## config.mk

```make
export PLATFORM = sky130hd
export DESIGN_NAME = axi4_lite_periph_regs_flat
export DESIGN_NICKNAME = d
export VERILOG_FILES = /design/src/rtl/axi4_lite_periph_regs_if.sv /design/src/rtl/axi4_lite_periph_regs.sv /design/src/flat_wrapper.sv
export SDC_FILE = /design/constraint.sdc
export NUM_CORES = 1
export LEC_CHECK = 0
export CAP_MARGIN = 20
export CORE_MARGIN = 3
export CORE_UTILIZATION = 30
export DETAILED_ROUTE_END_ITERATION = 6
export PLACE_DENSITY = 0.54
export SLEW_MARGIN = 20
export SYNTH_ARGS = -nofsm -noshare
export SYNTH_HDL_FRONTEND = slang
export SYNTH_SLANG_ARGS = --single-unit
```

## constraint.sdc

```tcl
create_clock -name ACLK -period 3.35 [get_ports ACLK]
set_input_delay 0.67 -clock ACLK [delete_from_list [all_inputs] [get_ports ACLK]]
set_output_delay 0.67 -clock ACLK [all_outputs]
set_load 0.03 [all_outputs]
```

## src/rtl/axi4_lite_periph_regs_if.sv

```systemverilog
// AXI4-Lite bus bundle between the bus master and the peripheral register block.
// The read and write channels are grouped here; clock and reset stay separate ports.
interface axi4_lite_periph_regs_if #(
    parameter int ADDR_WIDTH = 8,
    parameter int DATA_WIDTH = 32
);
    logic [ADDR_WIDTH-1:0]   S_AWADDR;
    logic                    S_AWVALID;
    logic                    S_AWREADY;
    logic [DATA_WIDTH-1:0]   S_WDATA;
    logic [DATA_WIDTH/8-1:0] S_WSTRB;
    logic                    S_WVALID;
    logic                    S_WREADY;
    logic                    S_BVALID;
    logic                    S_BREADY;
    logic [1:0]              S_BRESP;
    logic [ADDR_WIDTH-1:0]   S_ARADDR;
    logic                    S_ARVALID;
    logic                    S_ARREADY;
    logic [DATA_WIDTH-1:0]   S_RDATA;
    logic                    S_RVALID;
    logic                    S_RREADY;
    logic [1:0]              S_RRESP;

    modport master (
        output S_AWADDR, S_AWVALID, S_WDATA, S_WSTRB, S_WVALID, S_BREADY,
               S_ARADDR, S_ARVALID, S_RREADY,
        input  S_AWREADY, S_WREADY, S_BVALID, S_BRESP, S_ARREADY, S_RDATA,
               S_RVALID, S_RRESP
    );

    modport slave (
        input  S_AWADDR, S_AWVALID, S_WDATA, S_WSTRB, S_WVALID, S_BREADY,
               S_ARADDR, S_ARVALID, S_RREADY,
        output S_AWREADY, S_WREADY, S_BVALID, S_BRESP, S_ARREADY, S_RDATA,
               S_RVALID, S_RRESP
    );
endinterface

```

## src/rtl/axi4_lite_periph_regs.sv

```systemverilog
// AXI4-Lite register block: CTRL, STATUS, THRESH and NUM_OUT output channel registers,
// with byte-strobed writes, SLVERR decode, output enable and a threshold W1C interrupt.
module axi4_lite_periph_regs #(
    parameter int ADDR_WIDTH = 8,
    parameter int DATA_WIDTH = 32,
    parameter int NUM_OUT    = 2,
    parameter int OUT_WIDTH  = 8
) (
    input  logic                         ACLK,
    input  logic                         ARESETn,
    axi4_lite_periph_regs_if.slave       s_axi,
    output logic [NUM_OUT*OUT_WIDTH-1:0] OUT_DATA,
    output logic                         IRQ_OUT
);
    localparam int STRB_W   = DATA_WIDTH / 8;
    localparam int ADDR_LSB = $clog2(STRB_W);
    localparam int IDX_W    = ADDR_WIDTH - ADDR_LSB;
    localparam int NUM_REGS = 3 + NUM_OUT;

    typedef enum logic {WR_IDLE, WR_RESP} wr_state_t;
    typedef enum logic {RD_IDLE, RD_VAL}  rd_state_t;

    wr_state_t wr_state, wr_state_next;
    rd_state_t rd_state, rd_state_next;

    logic                  aw_held, w_held;
    logic [IDX_W-1:0]      aw_idx_q;
    logic [DATA_WIDTH-1:0] w_data_q;
    logic [STRB_W-1:0]     w_strb_q;
    logic [1:0]            bresp_q, rresp_q;
    logic [DATA_WIDTH-1:0] rdata_q;

    logic                  en_q, irq_en_q, pend_q;
    logic [3:0]            last_ch_q;
    logic [OUT_WIDTH-1:0]  thresh_q;
    logic [OUT_WIDTH-1:0]  out_q [NUM_OUT];

    logic aw_ready, w_ready, ar_ready, b_valid, r_valid;
    logic aw_hs, w_hs, ar_hs, b_hs, wr_commit, wr_err, rd_err;
    logic [IDX_W-1:0]      wr_idx, rd_idx;
    logic [DATA_WIDTH-1:0] wr_data, wr_old, wr_new, rd_word;
    logic [STRB_W-1:0]     wr_strb;
    logic [DATA_WIDTH-1:0] reg_words [NUM_REGS];
    logic                  unused_bits;

    function automatic logic [DATA_WIDTH-1:0] apply_strobe(
        input logic [DATA_WIDTH-1:0] old_v,
        input logic [DATA_WIDTH-1:0] new_v,
        input logic [STRB_W-1:0]     strb
    );
        apply_strobe = old_v;
        for (int b = 0; b < STRB_W; b++) begin
            if (strb[b]) apply_strobe[b*8 +: 8] = new_v[b*8 +: 8];
        end
    endfunction

    // Readies drop combinationally while reset is held so nothing handshakes during reset.
    assign aw_ready  = ARESETn && (wr_state == WR_IDLE) && !aw_held;
    assign w_ready   = ARESETn && (wr_state == WR_IDLE) && !w_held;
    assign ar_ready  = ARESETn && (rd_state == RD_IDLE);
    assign aw_hs     = s_axi.S_AWVALID && aw_ready;
    assign w_hs      = s_axi.S_WVALID && w_ready;
    assign ar_hs     = s_axi.S_ARVALID && ar_ready;
    assign b_hs      = b_valid && s_axi.S_BREADY;
    assign wr_commit = (wr_state == WR_IDLE) && (aw_held || aw_hs) && (w_held || w_hs);

    assign wr_idx  = aw_held ? aw_idx_q : s_axi.S_AWADDR[ADDR_WIDTH-1:ADDR_LSB];
    assign wr_data = w_held ? w_data_q : s_axi.S_WDATA;
    assign wr_strb = w_held ? w_strb_q : s_axi.S_WSTRB;
    assign rd_idx  = s_axi.S_ARADDR[ADDR_WIDTH-1:ADDR_LSB];
    assign wr_err  = (wr_idx >= IDX_W'(NUM_REGS));
    assign rd_err  = (rd_idx >= IDX_W'(NUM_REGS));
    assign wr_new  = apply_strobe(wr_old, wr_data, wr_strb);

    assign unused_bits = ^{s_axi.S_AWADDR[ADDR_LSB-1:0], s_axi.S_ARADDR[ADDR_LSB-1:0], wr_new};

    always_comb begin
        wr_state_next = wr_state;
        b_valid       = 1'b0;
        case (wr_state)
            WR_IDLE: if (wr_commit) wr_state_next = WR_RESP;
            WR_RESP: begin
                b_valid = 1'b1;
                if (s_axi.S_BREADY) wr_state_next = WR_IDLE;
            end
            default: wr_state_next = WR_IDLE;
        endcase
    end

    always_comb begin
        rd_state_next = rd_state;
        r_valid       = 1'b0;
        case (rd_state)
            RD_IDLE: if (ar_hs) rd_state_next = RD_VAL;
            RD_VAL: begin
                r_valid = 1'b1;
                if (s_axi.S_RREADY) rd_state_next = RD_IDLE;
            end
            default: rd_state_next = RD_IDLE;
        endcase
    end

    always_ff @(posedge ACLK) begin
        if (!ARESETn) begin
            wr_state <= WR_IDLE;
            rd_state <= RD_IDLE;
        end else begin
            wr_state <= wr_state_next;
            rd_state <= rd_state_next;
        end
    end

    always_comb begin
        reg_words = '{default: '0};
        reg_words[0] = DATA_WIDTH'({irq_en_q, en_q});
        reg_words[1] = DATA_WIDTH'({last_ch_q, 3'b000, pend_q});
        reg_words[2] = DATA_WIDTH'(thresh_q);
        for (int c = 0; c < NUM_OUT; c++) reg_words[3+c] = DATA_WIDTH'(out_q[c]);
    end

    // Both the read data and the pre-write value for strobe merging come from the same view.
    always_comb begin
        rd_word = '0;
        wr_old  = '0;
        for (int r = 0; r < NUM_REGS; r++) begin
            if (rd_idx == IDX_W'(r)) rd_word = reg_words[r];
            if (wr_idx == IDX_W'(r)) wr_old  = reg_words[r];
        end
    end

    always_ff @(posedge ACLK) begin
        if (!ARESETn) begin
            aw_held  <= 1'b0;
            w_held   <= 1'b0;
            aw_idx_q <= '0;
            w_data_q <= '0;
            w_strb_q <= '0;
            bresp_q  <= 2'b00;
            rdata_q  <= '0;
            rresp_q  <= 2'b00;
        end else begin
            if (aw_hs) begin
                aw_held  <= 1'b1;
                aw_idx_q <= s_axi.S_AWADDR[ADDR_WIDTH-1:ADDR_LSB];
            end
            if (w_hs) begin
                w_held   <= 1'b1;
                w_data_q <= s_axi.S_WDATA;
                w_strb_q <= s_axi.S_WSTRB;
            end
            if (b_hs) begin
                aw_held <= 1'b0;
                w_held  <= 1'b0;
            end
            if (wr_commit) bresp_q <= wr_err ? 2'b10 : 2'b00;
            if (ar_hs) begin
                rdata_q <= rd_err ? '0 : rd_word;
                rresp_q <= rd_err ? 2'b10 : 2'b00;
            end
        end
    end

    // A threshold crossing is assigned after the W1C clear so that setting wins.
    always_ff @(posedge ACLK) begin
        if (!ARESETn) begin
            en_q      <= 1'b0;
            irq_en_q  <= 1'b0;
            pend_q    <= 1'b0;
            last_ch_q <= '0;
            thresh_q  <= '0;
            for (int c = 0; c < NUM_OUT; c++) out_q[c] <= '0;
        end else if (wr_commit && !wr_err && (|wr_strb)) begin
            if (wr_idx == IDX_W'(0)) begin
                en_q     <= wr_new[0];
                irq_en_q <= wr_new[1];
            end
            if ((wr_idx == IDX_W'(1)) && wr_strb[0] && wr_data[0]) pend_q <= 1'b0;
            if (wr_idx == IDX_W'(2)) thresh_q <= wr_new[OUT_WIDTH-1:0];
            for (int c = 0; c < NUM_OUT; c++) begin
                if (wr_idx == IDX_W'(3 + c)) begin
                    out_q[c] <= wr_new[OUT_WIDTH-1:0];
                    if (wr_new[OUT_WIDTH-1:0] > thresh_q) begin
                        pend_q    <= 1'b1;
                        last_ch_q <= 4'(c);
                    end
                end
            end
        end
    end

    always_comb begin
        OUT_DATA = '0;
        for (int c = 0; c < NUM_OUT; c++) begin
            if (en_q) OUT_DATA[c*OUT_WIDTH +: OUT_WIDTH] = out_q[c];
        end
    end

    assign IRQ_OUT         = pend_q && irq_en_q;
    assign s_axi.S_AWREADY = aw_ready;
    assign s_axi.S_WREADY  = w_ready;
    assign s_axi.S_BVALID  = b_valid;
    assign s_axi.S_BRESP   = bresp_q;
    assign s_axi.S_ARREADY = ar_ready;
    assign s_axi.S_RVALID  = r_valid;
    assign s_axi.S_RDATA   = rdata_q;
    assign s_axi.S_RRESP   = rresp_q;
endmodule

```

## src/flat_wrapper.sv

```systemverilog
// flat-port wrapper written by rule: the top's interface ports become plain ports
module axi4_lite_periph_regs_flat 
#(
    parameter int ADDR_WIDTH = 8,
    parameter int DATA_WIDTH = 32,
    parameter int NUM_OUT    = 2,
    parameter int OUT_WIDTH  = 8
)
  (ACLK, ARESETn, OUT_DATA, IRQ_OUT, s_axi_S_AWADDR, s_axi_S_AWVALID, s_axi_S_WDATA, s_axi_S_WSTRB, s_axi_S_WVALID, s_axi_S_BREADY, s_axi_S_ARADDR, s_axi_S_ARVALID, s_axi_S_RREADY, s_axi_S_AWREADY, s_axi_S_WREADY, s_axi_S_BVALID, s_axi_S_BRESP, s_axi_S_ARREADY, s_axi_S_RDATA, s_axi_S_RVALID, s_axi_S_RRESP);
  axi4_lite_periph_regs_if #(.ADDR_WIDTH(ADDR_WIDTH), .DATA_WIDTH(DATA_WIDTH)) s_axi_i ();
  input  logic ACLK;
  input  logic ARESETn;
  output logic [NUM_OUT*OUT_WIDTH-1:0] OUT_DATA;
  output logic IRQ_OUT;
  input wire logic [$bits(s_axi_i.S_AWADDR)-1:0] s_axi_S_AWADDR;
  input wire logic [$bits(s_axi_i.S_AWVALID)-1:0] s_axi_S_AWVALID;
  input wire logic [$bits(s_axi_i.S_WDATA)-1:0] s_axi_S_WDATA;
  input wire logic [$bits(s_axi_i.S_WSTRB)-1:0] s_axi_S_WSTRB;
  input wire logic [$bits(s_axi_i.S_WVALID)-1:0] s_axi_S_WVALID;
  input wire logic [$bits(s_axi_i.S_BREADY)-1:0] s_axi_S_BREADY;
  input wire logic [$bits(s_axi_i.S_ARADDR)-1:0] s_axi_S_ARADDR;
  input wire logic [$bits(s_axi_i.S_ARVALID)-1:0] s_axi_S_ARVALID;
  input wire logic [$bits(s_axi_i.S_RREADY)-1:0] s_axi_S_RREADY;
  output wire logic [$bits(s_axi_i.S_AWREADY)-1:0] s_axi_S_AWREADY;
  output wire logic [$bits(s_axi_i.S_WREADY)-1:0] s_axi_S_WREADY;
  output wire logic [$bits(s_axi_i.S_BVALID)-1:0] s_axi_S_BVALID;
  output wire logic [$bits(s_axi_i.S_BRESP)-1:0] s_axi_S_BRESP;
  output wire logic [$bits(s_axi_i.S_ARREADY)-1:0] s_axi_S_ARREADY;
  output wire logic [$bits(s_axi_i.S_RDATA)-1:0] s_axi_S_RDATA;
  output wire logic [$bits(s_axi_i.S_RVALID)-1:0] s_axi_S_RVALID;
  output wire logic [$bits(s_axi_i.S_RRESP)-1:0] s_axi_S_RRESP;
  assign s_axi_i.S_AWADDR = s_axi_S_AWADDR;
  assign s_axi_i.S_AWVALID = s_axi_S_AWVALID;
  assign s_axi_i.S_WDATA = s_axi_S_WDATA;
  assign s_axi_i.S_WSTRB = s_axi_S_WSTRB;
  assign s_axi_i.S_WVALID = s_axi_S_WVALID;
  assign s_axi_i.S_BREADY = s_axi_S_BREADY;
  assign s_axi_i.S_ARADDR = s_axi_S_ARADDR;
  assign s_axi_i.S_ARVALID = s_axi_S_ARVALID;
  assign s_axi_i.S_RREADY = s_axi_S_RREADY;
  assign s_axi_S_AWREADY = s_axi_i.S_AWREADY;
  assign s_axi_S_WREADY = s_axi_i.S_WREADY;
  assign s_axi_S_BVALID = s_axi_i.S_BVALID;
  assign s_axi_S_BRESP = s_axi_i.S_BRESP;
  assign s_axi_S_ARREADY = s_axi_i.S_ARREADY;
  assign s_axi_S_RDATA = s_axi_i.S_RDATA;
  assign s_axi_S_RVALID = s_axi_i.S_RVALID;
  assign s_axi_S_RRESP = s_axi_i.S_RRESP;
  axi4_lite_periph_regs #(.ADDR_WIDTH(ADDR_WIDTH), .DATA_WIDTH(DATA_WIDTH), .NUM_OUT(NUM_OUT), .OUT_WIDTH(OUT_WIDTH)) u_core (.ACLK(ACLK), .ARESETn(ARESETn), .s_axi(s_axi_i), .OUT_DATA(OUT_DATA), .IRQ_OUT(IRQ_OUT));
endmodule
```

==> flow_summary.json <==
{
  "synth_edf_count": 16,
  "syn_area_um2": 3890,
  "max_cap_violations": 0,
  "grt_pass1_wl_um": 18700,
  "antenna_found_initial": 0,
  "p_leak_nw": 2.08,
  "slew_violations": 0,
  "final_util_pct": 42.6,
  "cp-end-kind": "flop",
  "layout-drive-gt1-share_pct": 19.2,
  "ys_ff_latch": 63,
  "fin_skew_ps": 8.71,
  "routed_wl_um": 11900,
  "vias": 3719,
  "overflow": 0,
  "num_rows": 40,
  "hold_viol": 0,
  "tightest_slew_ps": 644,
  "cts_inserted_buffers": 9,
  "crit_path_max_fanout": 8,
  "status": "complete, no violations",
  "relSlewSlack_pct": 56.6,
  "dp_hpwl_um": 9000,
  "rsz0062_at_grt": "no",
  "fp.dieArea_um2": 14400,
  "worstSetupPathType": "in -> reg",
  "place_congestion": 0.904,
  "nets": 630,
  "ant_nets": 0,
  "die_w_um": 120,
  "cts_htree_levels": 3,
  "die_h_um": 120,
  "cts_sinks": 63,
  "pin_count": 117,
  "clkTransAtPathRegs_ps": 60,
  "dpl.cell_count": 718,
  "grt_pass1_vias": 3525,
  "setup_viol": 0,
  "antenna_cells": 0,
  "min_path_type": "reg -> reg",
  "worst_ep_required_time_ps": 3630,
  "hold-worst-slack_ps": 450,
  "initial_utilization_pct": 31.5,
  "ctsHoldBuffers": 0,
  "tritoncts": "yes",
  "netlist_instances": 460,
  "viasPerCell": 5.05,
  "finalWorstSetupSlack_ps": 129,
  "clockBufferDepth": 2,
  "max_freq_ghz": 0.310,
  "firstDrtPassIters": 4,
  "yosysUniqueCellTypes": 65,
  "finalCriticalPeriod_ps": 3220,
  "grtUsageTotal_pct": 16.8,
  "area_delta_synth_final_pct": 35.3,
  "cp_data_arrival_time_ps": 3500,
  "startpoint_type": "primary input",
  "route.detailed.drc": 0,
  "peakVddDrop_mv": 0.194,
  "worstSkewPairLatency_ps": 350,
  "post-route-period-util_pct": 96.1,
  "synth_flop_cell": "dfxtp_1",
  "routedWlPerCell_um": 16.2,
  "powerDensity_nw_per_um2": 422,
  "yosysWarnings": 0,
  "seq_area_frac_synth_pct": 36.5,
  "place_ws_ps": -452,
  "drtIter0Drc": 234,
  "layout.cells.non_filler": 736,
  "avgSynthCellArea_um2": 8.46,
  "setup_tns_ps": 0,
  "port_buffers": 62,
  "grt_max_degree": 38,
  "ys_async_sr_fraction_pct": 0,
  "core_area_um2": 12400,
  "ctsRootBufferMaster": "clkbuf_16"
}
==> synthesized netlist by cell type (8+ instances only) <==
cell type	n	share of area, %
edfxtp_1	16	12
clkbuf_1	18	1.7
inv_1	16	1.5
dfxtp_1	47	24
nand2_1	52	5.0
mux2i_1	17	4.4
nor2b_1	8	1.3
buf_4	27	5.2
a22oi_1	13	2.5
o21ai_0	23	3.0
a21oi_1	36	4.6
nor2_1	43	4.1
ha_1	8	2.6
and2_1	22	3.5
==> area by class of cell <==
class,count,area (um2)
Clock buffer,10,229
Clock inverter,6,61.3
Fill cell,1251,7100
Tap cell,168,210
Sequential cell,63,1430
Multi-Input combinational cell,354,2240
Inverter,16,60.1
Timing Repair Buffer,119,1030
==> path summary, 6_finish.rpt <==
check,cells after the start,startpoint,end,slack [ps]
setup reg to reg,14,u_core.aw_held,u_core.last_ch_q[0],190
setup / recovery,11,s_axi_S_AWADDR[7],u_core.last_ch_q[0],130
hold / removal,2,u_core.w_data_q[1],u_core.w_data_q[1],450
hold reg to reg,2,u_core.w_data_q[1],u_core.w_data_q[1],450
==> worst max-delay path, cell delays in order <==
cell and delay (ps):
dlygate4sd2_1 250, or3_4 430, a221o_2 500, o31a_1 280, a21boi_1 150, ha_1 310
o211ai_1 90, a21oi_1 180, nor3_2 90, or4_1 420, a21oi_2 130
==> metal layers <==
layer | up-vias | share of wire, % | global-route usage, %
li1 | 1799 | - | -
met1 | 1778 | 44 | 21.6
met2 | 129 | 47 | 27.0
met3 | 13 | 7.6 | 5.00
met4 | 0 | 1.6 | 5.44
met5 | - | 0 | 0
==> state kept, by name, indices dropped and copies added (netlist names), 4 cells and up <==
signal and count:
u_core.aw_idx_q 6, u_core.last_ch_q 4, u_core.out_q 16, u_core.s_axi.S_RDATA 8, u_core.thresh_q 8, u_core.w_data_q 8
u_core.w_strb_q 4
==> metrics by stage <==
step	total power (W)	area, um2
after floorplan	0.00113	3980
after global placement	0.00130	4900
after detailed placement	0.00130	4900
after CTS	0.00224	5240
after global routing	0.00233	5260
final	0.00222	5260
==> cells in the final DEF (no fill, tap or decap), drive strengths merged, types with 3 or more instances in the layout <==
cell,count
o22ai,5
dlygate4sd2,6
a211oi,6
mux2i,18
or3b,4
nor3b,4
buf,60
nand2b,5
and3,5
o21ai,23
a22oi,14
o221ai,5
nor2b,8
nand3b,5
dfxtp,47
or2,3
clkdlybuf4s50,53
clkbuf,10
conb,26
o31ai,4
a21oi,36
a221oi,4
nor3,4
ha,8
o211a,4
clkinv,4
nand2,52
o211ai,4
nand3,6
nor4,4
edfxtp,16
mux2,4
or3,3
inv,16
nor2,43
and2,22
==> where the power goes <==
part | internal [W] | switching [W]
clock | 0.000572 | 0.000349
combinational | 0.000205 | 0.000262
sequential | 0.000805 | 0.0000293
total | 0.00158 | 0.000639
==> kinds of logic after synthesis <==
logic type	after synthesis	synth area share (%)
and+or+nand+nor	178	24.4
AOI/OAI and AO/OA	119	20.3
DFF	63	36.5
buffers and inverters	68	9.65
muxes	23	6.46
other	1	0.0964
adders and majority gates	8	2.57
==> repair_timing <==
item                                   in CTS  in global routing
endpoints found under the hold margin       0                  0
buffers inserted                            2                  0
gates resized for setup                    14                  6
setup endpoints to repair                   5                  5
pin swaps                                   8                  4
No activity file was read; power rests on OpenSTA's default activity.
==> edit 1 (config.mk and constraints unchanged) <==
`ADDR_WIDTH` is set to 8 in 3 places; all go to 10.
--- a/src/rtl/axi4_lite_periph_regs_if.sv
+++ b/src/rtl/axi4_lite_periph_regs_if.sv
@@ -1,7 +1,7 @@
 // AXI4-Lite bus bundle between the bus master and the peripheral register block.
 // The read and write channels are grouped here; clock and reset stay separate ports.
 interface axi4_lite_periph_regs_if #(
-    parameter int ADDR_WIDTH = 8,
+    parameter int ADDR_WIDTH = 10,
     parameter int DATA_WIDTH = 32
 );
     logic [ADDR_WIDTH-1:0]   S_AWADDR;
--- a/src/rtl/axi4_lite_periph_regs.sv
+++ b/src/rtl/axi4_lite_periph_regs.sv
@@ -1,7 +1,7 @@
 // AXI4-Lite register block: CTRL, STATUS, THRESH and NUM_OUT output channel registers,
 // with byte-strobed writes, SLVERR decode, output enable and a threshold W1C interrupt.
 module axi4_lite_periph_regs #(
-    parameter int ADDR_WIDTH = 8,
+    parameter int ADDR_WIDTH = 10,
     parameter int DATA_WIDTH = 32,
     parameter int NUM_OUT    = 2,
     parameter int OUT_WIDTH  = 8
--- a/src/flat_wrapper.sv
+++ b/src/flat_wrapper.sv
@@ -1,7 +1,7 @@
 // flat-port wrapper written by rule: the top's interface ports become plain ports
 module axi4_lite_periph_regs_flat 
 #(
-    parameter int ADDR_WIDTH = 8,
+    parameter int ADDR_WIDTH = 10,
     parameter int DATA_WIDTH = 32,
     parameter int NUM_OUT    = 2,
     parameter int OUT_WIDTH  = 8
Ports: changed (resized s_axi_S_ARADDR and s_axi_S_AWADDR); port bits go from 117 to 121. No check against the original RTL was run, so the function may have changed too.
==> edit 1 against the unedited design <==
Sequential cell count grew 2; worst hold slack gained 2.8 ps; final area grew 1.5%; synthesized cell count shrank 2.8%; area after synthesis shrank 1.5%; power grew 7.3%; clock power grew 19%; maximum frequency shrank 1.8%; count of clock-buffer cells in the layout shrank 1; non-clock buffer count shrank 1; via count shrank 3.7%; worst setup slack lost 60 ps; sequential power grew 2%; wire length shrank 9.4%; critical path type unchanged; critical endpoint unchanged; largest cell class unchanged; largest power group unchanged.
==> edit 1: results (changes against the unedited design) <==
[power_and_ir_drop]
leakagePower_nw = 2.01  ; -3.3%
vdd_drop_max_uv = 298  ; +54%

[run_status]
status = complete, no violations

[yosys]
synthMuxAreaShare = 0.0644  ; -0.000293
async_flop_share = 0  ; unchanged
yosysUniqueCellTypes = 61  ; -6.2%
synth_xor_xnor_area_share = 0  ; unchanged
postSynthCellCount = 447  ; -2.8%
ys_warn_count = 0  ; unchanged
synth_top_area_cell = dfxtp_1
synth_area_leaders = dfxtp_1, edfxtp_1, buf_4
synth_edf_count = 16  ; unchanged
synth_adder_area_share = 0.0261  ; +0.000404
synth-compound-area-share = 0.198  ; -0.00466
yosysSeqAreaShare = 0.382  ; +0.0162
synthTopCellsByCount = nand2_1, dfxtp_1, nor2_1

[grt]
grt_pass1_vias = 3441  ; -2.4%
antenna_found_initial = 0  ; unchanged
grt_use_total = 0.153  ; -0.0147
grt_max_degree = 25  ; -34%
use_met3 = 0.0290  ; -0.0210
met2_usage = 0.238  ; -0.0320
grt_pass1_wl_mm = 17.7  ; -5.5%
grt_use_met1 = 0.215  ; -0.000655

[place]
place_ws_ps = -637  ; -185 ps
io_buffers = 66  ; +6.5%
gp_congestion = 0.913  ; +1.0%
dpl.hpwl_mm = 8.59  ; -4.5%
dp_cells = 710  ; -1.1%

[worst_setup_path]
crit_fanout = 4  ; -4
cp_slowest_cell = or4_4
cp_top_family = compound AO/OA/AOI/OAI gates
cpPeakStageDelay_ps = 560  ; +60 ps
critPathLaunch = s_axi_S_AWADDR[6]

[detailed_routing]
vias_per_cell = 4.91  ; -2.8%
top_layer_used = met4
wl_met1_mm = 5.17  ; -2.0%
wl_met2_mm = 4.67  ; -16%
first_pass_iters = 4  ; unchanged
met3_wirelength_um = 842  ; -7.6%
wl_mm = 10.8  ; -9.4%
drt-initial-drc-count = 256  ; +9.4%

[cts]
clock-sinks = 65  ; +3.2%
cts_root_buf = clkbuf_16
cts_resized = 21  ; +7
post_cts_buffers = 1  ; -1
cts.path.max_buffers = 2  ; unchanged
clkLatencyLatePin_ps = 330  ; -20 ps
path_clk_slew_ps = 60  ; about the same

[cells_and_area]
nNetsFinal = 627  ; -0.48%
layout.cells.non_filler = 729  ; -0.95%
drive_gt1_frac = 0.201  ; +0.00952

[hold_path]
min_path_type = reg2reg
hp-start = u_core.w_data_q[7]

[sta]
clock-skew-final_ps = 10.3  ; +1.63 ps

edit 1: cell types whose count changed in the layout (fill, tap and decap cells not counted), sizes merged, moves of 4 or more:
| cell | unedited run | this run |
|---|---|---|
| a21oi | 36 | 29 |
| clkdlybuf4s50 | 53 | 60 |
| nor3 | 4 | 11 |
| a31oi | 0 | 6 |
| nor2 | 43 | 48 |
| o2bb2ai | 0 | 5 |
| and2 | 22 | 26 |
| and3 | 5 | 1 |
| buf | 60 | 56 |
| dlygate4sd2 | 6 | 2 |
| o211a | 4 | 0 |
| o22ai | 5 | 1 |
| or3b | 4 | 0 |
edit 1: final timing paths:
path | depth (start not counted) | slack (ps) | to
min | 2 | 450 | u_core.w_data_q[7]
min reg2reg | 2 | 450 | u_core.w_data_q[7]
max reg2reg | 11 | 160 | u_core.last_ch_q[0]
max | 12 | 70 | u_core.last_ch_q[0]
edit 1: through the flow:
stage | power [W] | hold WS, ps | instance area (um2) | setup TNS [ps]
global placement | 0.00128 | 438 | 4910 | -2830
CTS | 0.00239 | 455 | 5290 | 0
finish | 0.00238 | 453 | 5340 | 0
floorplan | 0.00113 | 431 | 3950 | -18.7
global route | 0.00249 | 482 | 5340 | -123
detailed placement | 0.00128 | 445 | 4910 | -3130
edit 1: where the power goes:
group	switching, W	internal, W	total [W]	leakage [nW]
clock	0.000367	0.000734	0.00110	0.171
combinational	0.000239	0.000192	0.000430	1.28
sequential	0.0000242	0.000828	0.000852	0.563
total	0.000630	0.00175	0.00238	2.01
edit 1: area by class of cell:
class,instances,area (um2)
clock buffers,9,225
clock inverters,7,125
fillers,1217,6920
inverters,17,63.8
multi-input cells,345,2210
flip-flops and latches,65,1460
well taps,168,210
repair buffers,118,1040
==> edit 2 (same flow settings) <==
Without the edit above. Reset style: asynchronous (`ARESETn`), changed in 3 clocked blocks.
--- a/src/rtl/axi4_lite_periph_regs.sv
+++ b/src/rtl/axi4_lite_periph_regs.sv
@@ -100,7 +100,7 @@
         endcase
     end
 
-    always_ff @(posedge ACLK) begin
+    always_ff @(posedge ACLK or negedge ARESETn) begin
         if (!ARESETn) begin
             wr_state <= WR_IDLE;
             rd_state <= RD_IDLE;
@@ -128,7 +128,7 @@
         end
     end
 
-    always_ff @(posedge ACLK) begin
+    always_ff @(posedge ACLK or negedge ARESETn) begin
         if (!ARESETn) begin
             aw_held  <= 1'b0;
             w_held   <= 1'b0;
@@ -161,7 +161,7 @@
     end
 
     // A threshold crossing is assigned after the W1C clear so that setting wins.
-    always_ff @(posedge ACLK) begin
+    always_ff @(posedge ACLK or negedge ARESETn) begin
         if (!ARESETn) begin
             en_q      <= 1'b0;
             irq_en_q  <= 1'b0;
Behaviour: differs if ARESETn is asserted again (counterexample within 4 cycles, from zero or initial values and one cycle with ARESETn low); with ARESETn held inactive, the same outputs for 4 cycles.
==> edit 2 against the unedited design <==
Via count down 8.8%; area after synthesis up 5.2%; highest routed layer unchanged; global-route usage down 1.2 points; utilization down 1.9 points; wire length down 4.8%; final area up 2.7%; worst hold slack worse by 220 ps; worst setup slack worse by 11 ps; sequential cell count unchanged.
Power is not compared: it rests on default switching activity, and its combinational part moved more than twofold at a synthesized area within 25%.
==> edit 2: results (changes against the unedited design) <==
[run_status]
status = complete, no violations

[cts]
cts_root_buf = clkbuf_16
cts_buffers = 9  ; unchanged
path_clk_slew_ps = 50
cts.path.max_buffers = 2  ; unchanged
clkLatencyLatePin_ps = 330  ; -20 ps
htree_levels = 3  ; unchanged

[yosys]
synthTopCellsByCount = dfrtp_1, mux2_2, buf_4
synthMuxAreaShare = 0.153  ; +0.0888
synth_adder_area_share = 0.0245  ; -0.00127
yosysSeqAreaShare = 0.385  ; +0.0198
synth_area_leaders = dfrtp_1, mux2_2, buf_4
ys_warn_count = 0  ; unchanged
synth_top_family_by_area = compound AO/OA/AOI/OAI gates
synth-compound-area-share = 0.174  ; -0.0290
async_flop_share = 1.00  ; +1.00
synth_xor_xnor_area_share = 0  ; unchanged
yosysUniqueCellTypes = 64  ; -1.5%
ys.flop_type = dfrtp_1

[grt]
grt_pass1_vias = 3293  ; -6.6%
grt_max_degree = 43  ; +13%
grt_pass1_wl_mm = 17.9  ; -4.3%
grt_use_total = 0.156  ; -0.0125
antenna_found_initial = 0  ; unchanged

[place]
post_dp_cell_area_um2 = 5020  ; +2.4%
dpl.hpwl_mm = 8.47  ; -5.9%
io_buffers = 62  ; unchanged
place_ws_ps = -345  ; +106 ps
gp_congestion = 0.856  ; -5.3%

[detailed_routing]
drt-initial-drc-count = 222  ; -5.1%
vias_per_cell = 4.94  ; -2.2%
wl_per_cell_um = 16.6  ; +2.1%
first_pass_iters = 4  ; unchanged

[cells_and_area]
drive_gt1_frac = 0.269  ; +0.0767
regMostFlops = u_core.out_q
num_antenna_cells = 0  ; unchanged
largest_reg_flops = 16  ; unchanged
n_fill_cell = 1343  ; +7.4%
nNetsFinal = 572  ; -9.2%

[worst_setup_path]
reg2reg_from = u_core.aw_held
critPathLaunch = s_axi_S_AWADDR[6]
cp_slowest_cell = or3_4
cpPeakStageDelay_ps = 430  ; -70 ps
crit_fanout = 7  ; -1
cp_top_family = compound AO/OA/AOI/OAI gates

[power_and_ir_drop]
leakagePower_nw = 2.31
vdd_drop_max_uv = 354
switching_share = 0.357

[sta]
worstMarginPinSlew_ps = 818  ; +173 ps
clock-skew-final_ps = 4.76  ; -3.95 ps

[hold_path]
min_path_type = in2async

[edit 2: timing repair]
| item | 4_1_cts | 5_1_grt |
|---|---|---|
| setup endpoints to repair | 1 | 5 |
| resized for setup | 1 | 10 |
| pin swaps | 0 | 9 |
| setup buffers | 0 | 3 |
[edit 2: power by group through the flow]
stage	sequential [W]	combinational, W	clock (W)
4_1_cts	0.00107	0.00142	0.00100
5_1_grt	0.00110	0.00159	0.00103
3_5_place_dp	0.00109	0.00140	0
3_3_place_gp	0.00108	0.00138	0
6_report	0.00107	0.00146	0.000972
2_1_floorplan	0.00104	0.000976	0
[edit 2: per-stage QoR]
step                       util  instances
final                     0.406        686
after global routing      0.406        686
after CTS                 0.402        683
after detailed placement  0.378        667
after global placement    0.378        667
after floorplan               -        431
[edit 2: area by class of cell]
class                      instances  area, um2  area share
clock buffer                      14        274      0.0507
sequential                        63       1580       0.292
timing repair buffer             108        966       0.179
clock inverter                     2       37.5     0.00695
tap                              176        220      0.0408
inverter                          17       63.8      0.0118
multi-input combinational        306       2270       0.419
[edit 2: cells by family (layout without fill, tap and decap cells)]
group | after synthesis | in the layout
flip-flops | 63 | 63
AO/OA/AOI/OAI | 100 | 100
AND/OR/NAND/NOR | 119 | 119
buffers and inverters | 62 | 141
adder cells (fa/ha/maj) | 8 | 8
multiplexers | 53 | 53
other | 1 | 26
[edit 2: layer usage]
| layer | track usage | vias up | wire, um |
|---|---|---|---|
| met5 | 0 | - | 0 |
| met4 | 0.0623 | 0 | 201 |
| met3 | 0.0346 | 16 | 796 |
| met2 | 0.228 | 135 | 5020 |
| met1 | 0.221 | 1608 | 5340 |
| li1 | - | 1631 | - |
[edit 2: final timing paths]
path                            slack, ps                 endpoint  cells past startpoint
worst max-delay path                  120      u_core.last_ch_q[3]                     13
min in group ACLK                     480  u_core.s_axi.S_RDATA[7]                      2
max in group asynchronous            2260          u_core.out_q[7]                      2
worst max register to register        180      u_core.last_ch_q[3]                     12
worst min-delay path                  230       u_core.w_data_q[3]                      1
worst min register to register        480  u_core.s_axi.S_RDATA[7]                      2
